## src/rtl/booth_pkg.sv

```systemverilog
// Shared types and constants for the Booth multiply-accumulate datapath.
// The default product width matches the multiplier array output.
package booth_pkg;

  typedef enum logic {
    ACCUM = 1'b0,
    HOLD  = 1'b1
  } state_t;

  localparam int DEF_PROD_W = 8;
  localparam int DEF_ACC_W  = 12;

  // Saturation limits for a w-bit two's-complement accumulator.
  function automatic longint acc_max(input int w);
    return (longint'(1) << (w - 1)) - longint'(1);
  endfunction

  function automatic longint acc_min(input int w);
    return -(longint'(1) << (w - 1));
  endfunction

endpackage

```

## src/rtl/booth_sat_add.sv

```systemverilog
// Combinational saturating adder: ACC_W accumulator plus sign-extended PROD_W product.
// The sum is formed one bit wider so that overflow shows up in the top two bits.
module booth_sat_add
  import booth_pkg::*;
#(
  parameter int PROD_W = DEF_PROD_W,
  parameter int ACC_W  = DEF_ACC_W
) (
  input  logic [ACC_W-1:0]  a,
  input  logic [PROD_W-1:0] b,
  output logic [ACC_W-1:0]  sum,
  output logic              sat
);

  localparam logic [ACC_W-1:0] ACC_MAX = ACC_W'(acc_max(ACC_W));
  localparam logic [ACC_W-1:0] ACC_MIN = ACC_W'(acc_min(ACC_W));

  logic [ACC_W:0] wide;

  assign wide = {a[ACC_W-1], a} + {{(ACC_W + 1 - PROD_W){b[PROD_W-1]}}, b};

  // Top two bits disagree only when the true sum is outside the ACC_W range.
  assign sat = wide[ACC_W] ^ wide[ACC_W-1];

  always_comb begin
    if (!sat)            sum = wide[ACC_W-1:0];
    else if (wide[ACC_W]) sum = ACC_MIN;
    else                 sum = ACC_MAX;
  end

endmodule

```

## src/rtl/booth_accumulator.sv

```systemverilog
// Sums N_TERMS signed products into one saturated result with a sticky overflow flag,
// then holds the result on a registered valid/ready port until it is taken.
module booth_accumulator
  import booth_pkg::*;
#(
  parameter int PROD_W  = DEF_PROD_W,
  parameter int ACC_W   = DEF_ACC_W,
  parameter int N_TERMS = 4
) (
  input  logic              clk,
  input  logic              rst,
  input  logic              clr,
  input  logic              p_valid,
  output logic              p_ready,
  input  logic [PROD_W-1:0] p_data,
  output logic              acc_valid,
  input  logic              acc_ready,
  output logic [ACC_W-1:0]  acc_data,
  output logic              acc_ovf
);

  localparam int              CNT_W = $clog2(N_TERMS + 1);
  localparam logic [CNT_W-1:0] LAST  = CNT_W'(N_TERMS - 1);

  state_t             state, state_n;
  logic [ACC_W-1:0]   acc, acc_n;
  logic               ovf, ovf_n;
  logic [CNT_W-1:0]   cnt, cnt_n;
  logic [ACC_W-1:0]   sum;
  logic               sat;
  logic               accept;

  booth_sat_add #(
    .PROD_W (PROD_W),
    .ACC_W  (ACC_W)
  ) u_sat_add (
    .a   (acc),
    .b   (p_data),
    .sum (sum),
    .sat (sat)
  );

  // Depends only on state, rst and clr so p_valid never loops back into p_ready.
  assign p_ready   = (state == ACCUM) && !rst && !clr;
  assign accept    = p_valid && p_ready;
  assign acc_valid = (state == HOLD);
  assign acc_data  = acc;
  assign acc_ovf   = ovf;

  // NOTE: every variable gets its hold value first so no path leaves it unassigned (no latch).
  always_comb begin
    state_n = state;
    acc_n   = acc;
    ovf_n   = ovf;
    cnt_n   = cnt;
    if (clr) begin
      state_n = ACCUM;
      acc_n   = '0;
      ovf_n   = 1'b0;
      cnt_n   = '0;
    end else begin
      unique case (state)
        ACCUM: begin
          if (accept) begin
            acc_n = sum;
            ovf_n = ovf | sat;
            if (cnt == LAST) begin
              cnt_n   = '0;
              state_n = HOLD;
            end else begin
              cnt_n = cnt + 1'b1;
            end
          end
        end
        HOLD: begin
          if (acc_ready) begin
            state_n = ACCUM;
            acc_n   = '0;
            ovf_n   = 1'b0;
          end
        end
        default: state_n = ACCUM;
      endcase
    end
  end

  // NOTE: registers use non-blocking assignments so all state updates see pre-edge values.
  always_ff @(posedge clk or posedge rst) begin
    if (rst) begin
      state <= ACCUM;
      acc   <= '0;
      ovf   <= 1'b0;
      cnt   <= '0;
    end else begin
      state <= state_n;
      acc   <= acc_n;
      ovf   <= ovf_n;
      cnt   <= cnt_n;
    end
  end

endmodule

```

## config.mk

```make
export PLATFORM = sky130hd
export DESIGN_NAME = booth_accumulator
export DESIGN_NICKNAME = d
export VERILOG_FILES = /design/src/rtl/booth_pkg.sv /design/src/rtl/booth_sat_add.sv /design/src/rtl/booth_accumulator.sv
export SDC_FILE = /design/constraint.sdc
export NUM_CORES = 1
export LEC_CHECK = 0
export CAP_MARGIN = 15
export CORE_ASPECT_RATIO = 0.8
export CORE_MARGIN = 3
export CORE_UTILIZATION = 55
export CTS_CLUSTER_DIAMETER = 60
export CTS_CLUSTER_SIZE = 40
export DETAILED_ROUTE_END_ITERATION = 10
export DONT_BUFFER_PORTS = 1
export GPL_ROUTABILITY_DRIVEN = 0
export MAX_ROUTING_LAYER = met4
export PLACE_DENSITY = 0.69
export REMOVE_ABC_BUFFERS = 1
export SETUP_SLACK_MARGIN = 0.2
export SYNTH_ARGS = -nofsm -noshare
export SYNTH_HDL_FRONTEND = slang
export SYNTH_HIERARCHICAL = 1
export SYNTH_SLANG_ARGS = --single-unit
```

## constraint.sdc

```tcl
create_clock -name clk -period 5.24 [get_ports clk]
set_input_delay 1.048 -clock clk [delete_from_list [all_inputs] [get_ports clk]]
set_output_delay 1.048 -clock clk [all_outputs]
set_load 0.01 [all_outputs]
```

==> results of run 1 <==
[final cells by class]
cell class	count	area, um^2	area share [%]
inverters	4	15.0	1.02
well taps	34	42.5	2.88
clock buffers	3	22.5	1.53
flip-flops and latches	17	425	28.8
clock inverters	1	5.00	0.339
multi-input cells	130	965	65.4
[state kept, by name, summed over array words and instances (netlist names)]
signal,count
acc_data,12
acc_ovf,1
acc_valid,1
cnt,3
[power by group]
part	switching, mW	internal (mW)	leakage (nW)
Clock	0.0443	0.0284	0.0177
Sequential	0.0137	0.140	0.232
Combinational	0.0760	0.0659	0.432
[synthesized netlist by cell type, types with 4 or more instances]
cell type	n	area [um^2]
nand2_1	14	52.6
ha_1	13	163
nand3b_1	13	97.6
nor2_1	6	22.5
a21oi_1	16	80.1
a21o_1	4	30.0
inv_1	4	15.0
maj3_2	9	101
nand3_1	13	65.1
dfrtp_1	17	425
xnor2_1	10	87.6
[worst max-delay path, cell delays in order]
cell       delay (ps)
ha_1              400
nand2_1            90
a2bb2oi_1         150
o21ai_1           190
o221ai_2          160
xnor2_1           910
maj3_2            360
nand3b_1           70
a21oi_1           160
[cell families after synthesis]
group	count (synthesis)
compound gates	36
xor+xnor	11
fa+ha+maj	25
buf+inv	12
flops	17
simple gates	58
[per-layer routing]
layer	part of all wire (%)	global-route usage [%]	up-vias
met5	0	-	-
met4	0.19	2.87	0
met3	6.4	6.91	2
met2	44	32.2	34
met1	50	29.8	541
li1	-	-	567
[through the flow]
stage | cells | power (mW) | setup slack (ps) | utilization (%) | area (um^2)
2_1_floorplan | 151 | 0.272 | 1940 | - | 1410
3_3_place_gp | 185 | 0.295 | 1680 | 62.2 | 1450
3_5_place_dp | 185 | 0.297 | 1650 | 62.2 | 1450
4_1_cts | 189 | 0.373 | 1970 | 63.4 | 1480
5_1_grt | 189 | 0.397 | 1730 | 63.4 | 1480
6_report | 189 | 0.369 | 1940 | 63.4 | 1480
[how the worst max path moves through the flow]
stage | depth (start not counted) | start | endpoint
final | 9 | p_data[6] | acc_data[4]
after global routing | 9 | p_data[6] | acc_data[1]
after CTS | 10 | p_data[0] | acc_data[0]
after detailed placement | 10 | p_data[0] | acc_data[1]
after global placement | 10 | p_data[0] | acc_data[1]
after floorplan | 10 | p_data[0] | acc_data[0]
[cells in the final DEF (no fill, tap or decap), drive strengths merged, types with 3 or more instances in the layout]
cell type,Yosys,final
xnor2,10,10
o21ai,4,4
nor2,6,6
nand3b,13,13
a21oi,19,19
inv,4,4
nand2,14,14
maj3,11,11
a21o,4,4
nand3,13,13
dfrtp,17,17
clkbuf,3,3
nor2b,3,3
ha,13,13
==> impl_metrics.yaml, run 1 <==
outcome:
  status: "finished clean"
critical_path:
  crit_required_ps: 5470
  rr_endpoint: "acc_data[4]"
  ff2ff_path_depth: 9
  worstPathArrival_ps: 3530
  worstPathMaxFanout: 12
  worst_setup_path_start_kind: "input port"
  crit_path_end_kind: "flop"
  r2r_start: "acc_data[6]"
  r2r_slack_ps: 2190
  worst-setup-path-type: "in2reg"
sta:
  setup_violations: 0
  finalHoldViolCount: 0
  maxSlewHeadroom_pct: 22.6
  rsz0062_at_grt: "false"
  tightest_slew_ps: 1150
  timing.fmax_mhz: 303
  slew_violations: 0
  fin_crit_ps: 3300
  hold_slack_ps: 526
  min_period_over_period_pct: 62.9
  skew_ps: 3.46
  setup_tns_ps: 0
synthesis:
  synth_cells: 159
  synthAdderAreaFrac_pct: 20.9
  ys.flop_type: "dfrtp_1"
  yosysUniqueCellTypes: 36
  yosys.area_share.xor_xnor_pct: 6.64
  seq_area_frac_synth_pct: 29.3
  async_reset_ff_share_pct: 100
  syn_area_per_cell_um2: 9.13
  ys_warn_count: 6
  ys_seq_elements: 17
  muxShareOfSynthArea_pct: 0
  synth-compound-area-share_pct: 16.7
  synth_top_family_by_area: "simple AND/OR/NAND/NOR gates"
  synth-edff-count: 0
  synth_area_um2: 1450
  synth-simple-area-share_pct: 22.2
clock_network:
  post-cts-setup-buffers: 0
  cts_resized: 0
  clk_pin_slew_ps: 110
  cts_buffers: 3
  clk_latency_ps: 300
  clock_path_buffers: 2
  ctsHoldBuffers: 0
  clock_sink_count: 17
  h-tree-depth: 1
  cts_tree: "yes"
  cts-root-buf: "clkbuf_4"
power_and_ir_drop:
  p_leak_nw: 0.681
  power_density_nw_per_um2: 250
  vdd_ir_drop_max_v: 0.000134
detailed_routing:
  post-route-drc-count: 0
  first_pass_iters: 4
  ant_nets: 0
  wirelength_um: 3100
  vias: 1144
  wl_per_cell_um: 16.4
  viasPerCell: 6.05
  drtIter0Drc: 76
die:
  die_area_um2: 3300
  fp.dieW_um: 63.4
  num_io_pins: 28
  core-area_um2: 2330
  start_util_pct: 62.4
  row_count: 15
  chipHeight_um: 51.9
global_route:
  grt.overflow.total: 0
  grt_max_degree: 19
  grt_usage_pct: 21.7
  grt_pass1_wl_um: 5530
  antenna_found_initial: 0
  grt_pass1_vias: 1154
finish:
  syn_to_final_growth_pct: 1.64
  fillCellCount: 219
  nets: 183
  n_antenna_cell: 0
  drive_gt1_share_pct: 12.3
worst_hold_path:
  holdPathStages: 2
  min_to: "cnt[2]"
  hp-class: "reg2reg"
  hold_start: "cnt[2]"
placed_design:
  dpl.hpwl_um: 2290
  portBuffers: 0
job:
  drv_cap: 0
Note: power is estimated with default switching activity, not from simulation.
==> inputs of run 2 (changes only) <==
--- a/config.mk
+++ b/config.mk
@@ -15,7 +15,7 @@
 export DONT_BUFFER_PORTS = 1
 export GPL_ROUTABILITY_DRIVEN = 0
 export MAX_ROUTING_LAYER = met4
-export PLACE_DENSITY = 0.69
+export PLACE_DENSITY = 0.72
 export REMOVE_ABC_BUFFERS = 1
 export SETUP_SLACK_MARGIN = 0.2
 export SYNTH_ARGS = -nofsm -noshare
==> constraint.sdc (replaced) <==
create_clock -name clk -period 2.71 [get_ports clk]
set_input_delay 0.542 -clock clk [delete_from_list [all_inputs] [get_ports clk]]
set_output_delay 0.542 -clock clk [all_outputs]
set_load 0.01 [all_outputs]
==> run 2 against run 1 <==
Net effect:
- power rose by 110%
- die area did not move
- via count rose by 12%
- clock-buffer cell count did not move
- highest routed layer unchanged
- clock power up 95%
- non-clock buffer count increased by 14
- first-iteration DRC count increased by 83%
- critical path depth increased by 1
- hold slack got worse by 320 ps
- combinational power rose by 140%
==> impl_metrics.yaml, run 2 (synthesis results as in run 1) <==
placed_design:
  place_inst: 195
  place_ws_ps: -214
  dpl.hpwl_um: 2360
  portBuffers: 0
sta:
  setup_violations: 0
  rsz0062_at_grt: "true"
  timing.fmax_mhz: 387
  slew_violations: 0
  tightest_slew_ps: 765
  fin_crit_ps: 2590
  min_period_over_period_pct: 95.5
  worst_slack_ps: 123
  finalHoldViolCount: 0
  skew_ps: 10.4
  maxSlewHeadroom_pct: 49.0
global_route:
  grt.overflow.total: 0
  grt_pass1_wl_um: 5850
  grt_usage_pct: 23.4
  antenna_found_initial: 0
  grtUsageMet2_pct: 38.8
  busiest_layer: "met2"
  met1_usage_pct: 28.5
  grt_max_degree: 19
  grt_pass1_vias: 1237
  grt_use_met3_pct: 7.13
finish:
  n_antenna_cell: 0
  drive_gt1_share_pct: 24.7
  syn_to_final_growth_pct: 14.0
  nets: 198
  largest_register_ffs: 12
  final_cell_mix: "17 x dfrtp_1, 16 x a21oi_1, 14 x nand2_1, 14 x buf_4"
  final_cell_count_no_fill: 204
  final_common_cell: "dfrtp_1"
power_and_ir_drop:
  power_density_nw_per_um2: 471
  p_leak_nw: 0.764
  vdd_ir_drop_max_v: 0.000416
critical_path:
  crit_path_frequent_cell: "a21oi_2"
  r2r_start: "acc_data[0]"
  cp_slowest_cell: "dfrtp_1"
  critical_path.top_delay_family: "adder cells"
  r2r_slack_ps: 120
  crit_required_ps: 2900
  worst-path-buf-inv: 0
  worst-setup-path-type: "reg2reg"
  setup.worst_path.start: "acc_data[0]"
  rr_endpoint: "acc_data[9]"
  crit_path_end_kind: "flop"
  crit_path_max_incr_delay_ps: 410
  worstPathArrival_ps: 2780
  worst_setup_path_start_kind: "flop"
  path_cells: "ha_2 -> fa_2 -> a21o_1 -> a21oi_2 -> a21oi_2 -> a31oi_4 -> o221ai_4 -> maj3_2 -> nand3b_1 -> nand2_1"
  worstPathMaxFanout: 7
  ff2ff_path_depth: 10
die:
  chipHeight_um: 51.9
  die_area_um2: 3300
  start_util_pct: 62.4
  core-area_um2: 2330
  row_count: 15
  fp.dieW_um: 63.4
  num_io_pins: 28
outcome:
  status: "finished clean"
detailed_routing:
  wirelength_um: 3580
  ant_nets: 0
  first_pass_iters: 4
  viasPerCell: 6.27
  vias: 1280
  wl_per_cell_um: 17.6
  post-route-drc-count: 0
  drtIter0Drc: 139
clock_network:
  ctsHoldBuffers: 0
  clk_pin_slew_ps: 110
  cts_tree: "yes"
  clock_sink_count: 17
  cts-root-buf: "clkbuf_4"
  h-tree-depth: 1
  clk_latency_ps: 300
  clock_path_buffers: 2
  cts_buffers: 3
job:
  drv_cap: 0
worst_hold_path:
  hp-class: "in2async"
## run 2: cell count changes in the layout (fill, tap and decap cells not counted), sizes merged
| cell | change |
|---|---|
| o221ai | +1 |
| buf | +14 |
## run 2: worst max-delay path by stage
stage                   to  cells past startpoint
2_1_floorplan  acc_data[0]                     10
3_3_place_gp   acc_data[1]                     10
3_5_place_dp   acc_data[0]                     10
4_1_cts        acc_data[8]                     10
5_1_grt        acc_data[9]                     10
6_report       acc_data[9]                     10
## run 2: per-stage QoR
stage | setup TNS (ps) | util (%) | hold WS [ps] | area, um^2 | total power, mW
2_1_floorplan | -598 | - | 468 | 1410 | 0.527
3_3_place_gp | -1160 | 65.4 | 503 | 1520 | 0.587
3_5_place_dp | -2120 | 65.4 | 514 | 1520 | 0.593
4_1_cts | 0 | 69.9 | 229 | 1630 | 0.767
5_1_grt | 0 | 71.1 | 252 | 1650 | 0.826
6_report | 0 | 71.1 | 207 | 1650 | 0.780
## run 2: final cells by class
class,instances,area (um^2)
Tap cell,34,42.5
Multi-Input combinational cell,131,1040
Clock inverter,1,5.00
Timing Repair Buffer,14,105
Clock buffer,3,22.5
Inverter,4,15.0
Fill cell,180,673
Sequential cell,17,425
## run 2: power breakdown
part / switching [mW] / total, mW / internal, mW
Sequential: 0.0240 / 0.296 / 0.272
Combinational: 0.177 / 0.342 / 0.165
Clock: 0.0869 / 0.142 / 0.0550
## run 2: repair_timing
item	CTS	global route
setup buffers	1	3
pin swaps	4	14
cloned	1	0
resized for setup	9	2
endpoints found under the setup margin	12	12
## run 2: routing by layer
metal | share of wire, % | routed length (um)
met5 | 0 | 0
met4 | 1.0 | 36
met3 | 8.0 | 287
met2 | 48 | 1710
met1 | 43 | 1550
